## src/rtl/onchip_sample_writer.sv

```systemverilog
// Purpose: captures a 16-bit sample stream into single-port on-chip RAM (one-shot or circular);
//          ONCHIP_SAMPLE_PACK_EN packs two samples per 32-bit word, otherwise one sample per word.
// Latency: a word is written the cycle after its last sample is accepted; backpressure: s_ready=1 only while filling.
module onchip_sample_writer #(
  parameter int DEPTH  = 12000,
  parameter int ADDR_W = 14
) (
  input  logic              clk,
  input  logic              reset_n,
  input  logic              start,
  input  logic              stop,
  input  logic              circ,
  input  logic              s_valid,
  input  logic [15:0]       s_data,
  output logic              s_ready,
  output logic [ADDR_W-1:0] avm_address,
  output logic [3:0]        avm_byteenable,
  output logic              avm_chipselect,
  output logic              avm_write,
  output logic [31:0]       avm_writedata,
  output logic              avm_clken,
  output logic              busy,
  output logic              done,
  output logic              overflow,
  output logic [ADDR_W-1:0] wr_count
);

  typedef enum logic [1:0] {IDLE, FILL, FLUSH, DONE} state_t;

  localparam logic [ADDR_W-1:0] LAST_ADDR = ADDR_W'(DEPTH - 1);
  localparam logic [ADDR_W-1:0] FULL_CNT  = ADDR_W'(DEPTH);

  state_t            state, state_nxt;
  logic              circ_q, tail, wr, ovf;
  logic [ADDR_W-1:0] addr, cnt, word_addr;
  logic [31:0]       wdat, full_dat, sched_dat;
  logic [3:0]        wbe, full_be, sched_be;
  logic              go, accept, word_done, word_last, closing, half_keep, sched;

`ifdef ONCHIP_SAMPLE_PACK_EN
  logic              half_vld;
  logic [15:0]       half_dat;
`endif

  function automatic logic [ADDR_W-1:0] addr_inc(input logic [ADDR_W-1:0] a);
    return (a == LAST_ADDR) ? '0 : a + ADDR_W'(1);
  endfunction

  // tail marks the final write cycle of a capture: still FILL, but no longer accepting
  assign go      = start && (state == IDLE || state == DONE);
  assign s_ready = (state == FILL) && !tail;
  assign accept  = s_ready && s_valid;

`ifdef ONCHIP_SAMPLE_PACK_EN
  assign word_done = accept && half_vld;
  assign half_keep = half_vld ? !accept : accept;
  assign full_dat  = {s_data, half_dat};
  assign full_be   = 4'b1111;
`else
  assign word_done = accept;
  assign half_keep = 1'b0;
  assign full_dat  = {16'h0000, s_data};
  assign full_be   = 4'b0011;
`endif

  // a write in flight this cycle bumps the address, so the word completing now lands one further on
  assign word_addr = wr ? addr_inc(addr) : addr;
  assign word_last = word_done && !circ_q && (word_addr == LAST_ADDR);
  assign closing   = s_ready && (stop || word_last);

  // select what (if anything) is written next cycle: a completed word or, on stop, the lone half
  always_comb begin
    sched     = word_done;
    sched_dat = full_dat;
    sched_be  = full_be;
`ifdef ONCHIP_SAMPLE_PACK_EN
    if (closing && half_keep) begin
      sched     = 1'b1;
      sched_dat = {16'h0000, (half_vld ? half_dat : s_data)};
      sched_be  = 4'b0011;
    end
`endif
  end

  // state register
  always_ff @(posedge clk or negedge reset_n) begin
    if (!reset_n) state <= IDLE;
    else          state <= state_nxt;
  end

  // next-state: FLUSH only when a half word must be written out on stop
  always_comb begin
    state_nxt = state;
    case (state)
      IDLE, DONE: if (start) state_nxt = FILL;
      FILL: begin
        if (tail)                   state_nxt = DONE;
        else if (closing) begin
          if (half_keep)            state_nxt = FLUSH;
          else if (!word_done)      state_nxt = DONE;
        end
      end
      FLUSH:                        state_nxt = DONE;
      default:                      state_nxt = IDLE;
    endcase
  end

  // write port, address/count tracking and sticky overflow
  always_ff @(posedge clk or negedge reset_n) begin
    if (!reset_n) begin
      circ_q <= 1'b0;
      tail   <= 1'b0;
      wr     <= 1'b0;
      wdat   <= '0;
      wbe    <= '0;
      addr   <= '0;
      cnt    <= '0;
      ovf    <= 1'b0;
    end else begin
      wr <= sched;
      if (sched) begin
        wdat <= sched_dat;
        wbe  <= sched_be;
      end
      if (go) begin
        circ_q <= circ;
        tail   <= 1'b0;
        addr   <= '0;
        cnt    <= '0;
        ovf    <= 1'b0;
      end else begin
        if (closing && word_done) tail <= 1'b1;
        if (wr) begin
          addr <= addr_inc(addr);
          if (cnt != FULL_CNT) cnt <= cnt + ADDR_W'(1);
        end
        if (s_valid && (state == FLUSH || state == DONE)) ovf <= 1'b1;
      end
    end
  end

`ifdef ONCHIP_SAMPLE_PACK_EN
  // low-half holding register; cleared on start so a new capture never inherits a stale half
  always_ff @(posedge clk or negedge reset_n) begin
    if (!reset_n) begin
      half_vld <= 1'b0;
      half_dat <= '0;
    end else if (go) begin
      half_vld <= 1'b0;
    end else if (accept) begin
      half_vld <= !half_vld && !closing;
      if (!half_vld) half_dat <= s_data;
    end else if (closing) begin
      half_vld <= 1'b0;
    end
  end
`endif

  assign avm_address    = addr;
  assign avm_byteenable = wbe;
  assign avm_chipselect = wr;
  assign avm_write      = wr;
  assign avm_writedata  = wdat;
  assign avm_clken      = reset_n;
  assign busy           = (state == FILL) || (state == FLUSH);
  assign done           = (state == DONE);
  assign overflow       = ovf;
  assign wr_count       = cnt;

endmodule

```

## config.mk

```make
export PLATFORM = sky130hd
export DESIGN_NAME = onchip_sample_writer
export DESIGN_NICKNAME = d
export VERILOG_FILES = /design/src/rtl/onchip_sample_writer.sv
export SDC_FILE = /design/constraint.sdc
export NUM_CORES = 1
export LEC_CHECK = 0
export CORE_MARGIN = 3
export CORE_UTILIZATION = 40
export CTS_CLUSTER_SIZE = 16
export DETAILED_ROUTE_END_ITERATION = 7
export PLACE_DENSITY = 0.8
export SYNTH_ARGS = -nofsm -noshare
export SYNTH_HDL_FRONTEND = slang
export SYNTH_SLANG_ARGS = --single-unit
```

## constraint.sdc

```tcl
create_clock -name clk -period 2.6 [get_ports clk]
set_clock_uncertainty 0.1 [all_clocks]
set_input_delay 0.52 -clock clk [delete_from_list [all_inputs] [get_ports clk]]
set_output_delay 0.52 -clock clk [all_outputs]
set_load 0.01 [all_outputs]
```

==> results.sh <==
export IMPL_ys_seq_area_share_pct=46.9
export IMPL_synth_cells=267
export IMPL_status="finished, final reports clean"
export IMPL_cts_buffers=5
export IMPL_power_mw=2.78
export IMPL_rsz0062_at_grt="no"
export IMPL_drive_above_1_share_pct=14.6
export IMPL_antenna_found_initial=0
export IMPL_p_per_area_nw_per_um2=765
export IMPL_fp_dieH_um=88.4
export IMPL_r2r_start="avm_address[0]"
export IMPL_ir_worst_vdd_mv=0.490
export IMPL_r2r_slack_ns=0.18
export IMPL_end_kind="primary output"
export IMPL_die_area_um2=7820
export IMPL_clockRootBuffer="clkbuf_8"
export IMPL_io_buffers=74
export IMPL_crit_fanout=6
export IMPL_ys_ff_latch=51
export IMPL_antennaDiodeCount=0
export IMPL_synth_edf_count=0
export IMPL_ant_nets=0
export IMPL_clock_path_buffers=2
export IMPL_hold_violations=0
export IMPL_fin_setup_tns_ns=0
export IMPL_p_leak_nw=1.53
export IMPL_grt_first_pass_wirelength_um=10100
export IMPL_rows=29
export IMPL_wl_per_cell_um=14.2
export IMPL_clk_pin_slew_ns=0.10
export IMPL_rr_worst_depth=8
export IMPL_r2r_end="state[1]"
export IMPL_routed_wl_um=6080
export IMPL_async_reset_ff_share_pct=100
export IMPL_htree_levels=2
export IMPL_cap_violations=0
export IMPL_core_area_um2=6460
export IMPL_nets=377
export IMPL_drv_slew=0
export IMPL_place_inst=419
export IMPL_firstDrtPassIters=5
export IMPL_grt_pass1_vias=2170
export IMPL_num_vias=2154
export IMPL_slew_limit_headroom_pct=57.5
export IMPL_fin_crit_sh_pct=93.7
export IMPL_crit_type="flop to primary output"
export IMPL_tightest_slew_ns=0.638
export IMPL_grt_max_degree=52
export IMPL_start_util_pct=42.1
export IMPL_avgSynthCellArea_um2=10.2
export IMPL_ios=93
export IMPL_post_cts_buffers=0
export IMPL_dp_hpwl_um=4550
export IMPL_startpoint_type="flop"
export IMPL_syn2layout_area_growth_pct=33.8
export IMPL_final_cells=427
export IMPL_ys_flop_type="dfrtp_1"
export IMPL_die_w_um=88.4
export IMPL_drc=0
export IMPL_postPlaceCellArea_um2=3520
export IMPL_arrival_ns=1.81
export IMPL_ys_types=49
export IMPL_fillerInstances=555
export IMPL_fmax_mhz=411
export IMPL_cts_tree="built"
export IMPL_seqCellArea_um2=1280
export IMPL_final_setup_viol_count=0
export IMPL_hold_path_class="primary input to asynchronous set/reset pin"
export IMPL_most_common_layout_cells="clkdlybuf4s50_1 (73), dfrtp_1 (51), nor2_1 (29)"
export IMPL_whs_ns=0.220
export IMPL_routed_via_density=5.04
export IMPL_fin_area_um2=3640
export IMPL_yosysWarnings=0
export IMPL_clock_sinks=51
export IMPL_clock_latency_ns=0.31
export IMPL_mostFrequentLayoutCell="clkdlybuf4s50_1"
export IMPL_grtUsageTotal_pct=16.4
export IMPL_place_congestion=0.962
export IMPL_synth_area_um2=2720
export IMPL_min_period_ns=2.43
export IMPL_multiInputGateArea_um2=1280
export IMPL_crit_required_ns=1.98
export IMPL_drt_initial_drc_count=112
export IMPL_grt_overflow=0
-- flip-flops by register name (all words and copies together), names as in the netlist --
name,cells
avm_address,14
overflow,1
avm_writedata,16
circ_q,1
state,2
avm_chipselect,1
avm_byteenable,1
wr_count,14
tail,1
-- worst max-delay path: stages (launching register included) --
cell and delay [ns]:
dfrtp_1 0.46, inv_1 0.08, ha_1 0.12, nor2b_1 0.17, buf_4 0.15, clkdlybuf4s50_1 0.53
-- power by group --
part | total [mW] | switching (mW) | leakage, nW | internal, mW
logic | 1.09 | 0.478 | 0.816 | 0.615
clock network | 0.577 | 0.285 | 0.0587 | 0.292
registers | 1.11 | 0.129 | 0.657 | 0.982
total | 2.78 | 0.892 | 1.53 | 1.89
-- timing repair --
item,4_1_cts,5_1_grt
endpoints found under the hold margin,0,0
setup endpoints to repair,0,2
hold buffers,0,0
gates resized for setup,0,1
-- layer usage --
layer | routed length (um) | GRT usage [%]
met5 | 0 | 0
met3 | 635 | 7.73
met4 | 30 | 3.57
met2 | 2780 | 26.0
met1 | 2640 | 20.6
-- metrics by stage --
step | setup slack (ns) | utilization (%)
5_1_grt | 0.0298 | 56.3
3_5_place_dp | 0.0519 | 54.5
2_1_floorplan | 0.284 | -
3_3_place_gp | 0.153 | 54.5
4_1_cts | 0.134 | 56.3
6_report | 0.165 | 56.3
-- cell usage after synthesis, types with 4 or more instances --
cell type / number / area share, %
dfrtp_1: 51 / 47
nor2_1: 29 / 4.0
nand2_1: 25 / 3.5
buf_4: 22 / 6.1
mux2_2: 16 / 6.6
xor2_1: 12 / 3.9
inv_1: 10 / 1.4
xnor2_1: 10 / 3.2
nand3_1: 9 / 1.7
nand4_1: 8 / 1.8
a21oi_1: 7 / 1.3
ha_1: 6 / 2.8
nor3_1: 5 / 0.92
clkbuf_1: 4 / 0.55
nand2b_1: 4 / 0.92
o21ai_0: 4 / 0.74
-- worst max path at each step --
stage                         startpoint  endpoint  slack, ns  depth (start not counted)
after floorplan                 state[1]  state[1]       0.28                          9
after global routing      avm_address[0]  state[1]       0.03                          7
final                           state[1]   s_ready       0.17                          5
after detailed placement         s_valid  state[1]       0.05                          7
after global placement           s_valid  state[1]       0.15                          7
after CTS                 avm_address[0]  state[1]       0.13                          7
-- logic make-up after synthesis --
logic type	Yosys count	synth area share [%]
buffers and inverters	39	8.56
other	1	0.138
flip-flops	51	46.9
AND/OR/NAND/NOR	102	19.2
AO/OA/AOI/OAI	29	8.33
adder cells (fa/ha/maj)	6	2.76
multiplexers	17	6.99
XOR/XNOR	22	7.09
-- final cells by class --
cell class / count / area share [%]
clock buffers: 5 / 1.89
repair buffers: 87 / 22.9
well taps: 77 / 2.65
multi-input cells: 194 / 35.1
flip-flops and latches: 51 / 35.1
clock inverters: 3 / 1.31
inverters: 10 / 1.03
No activity file was read; power rests on OpenSTA's default activity.
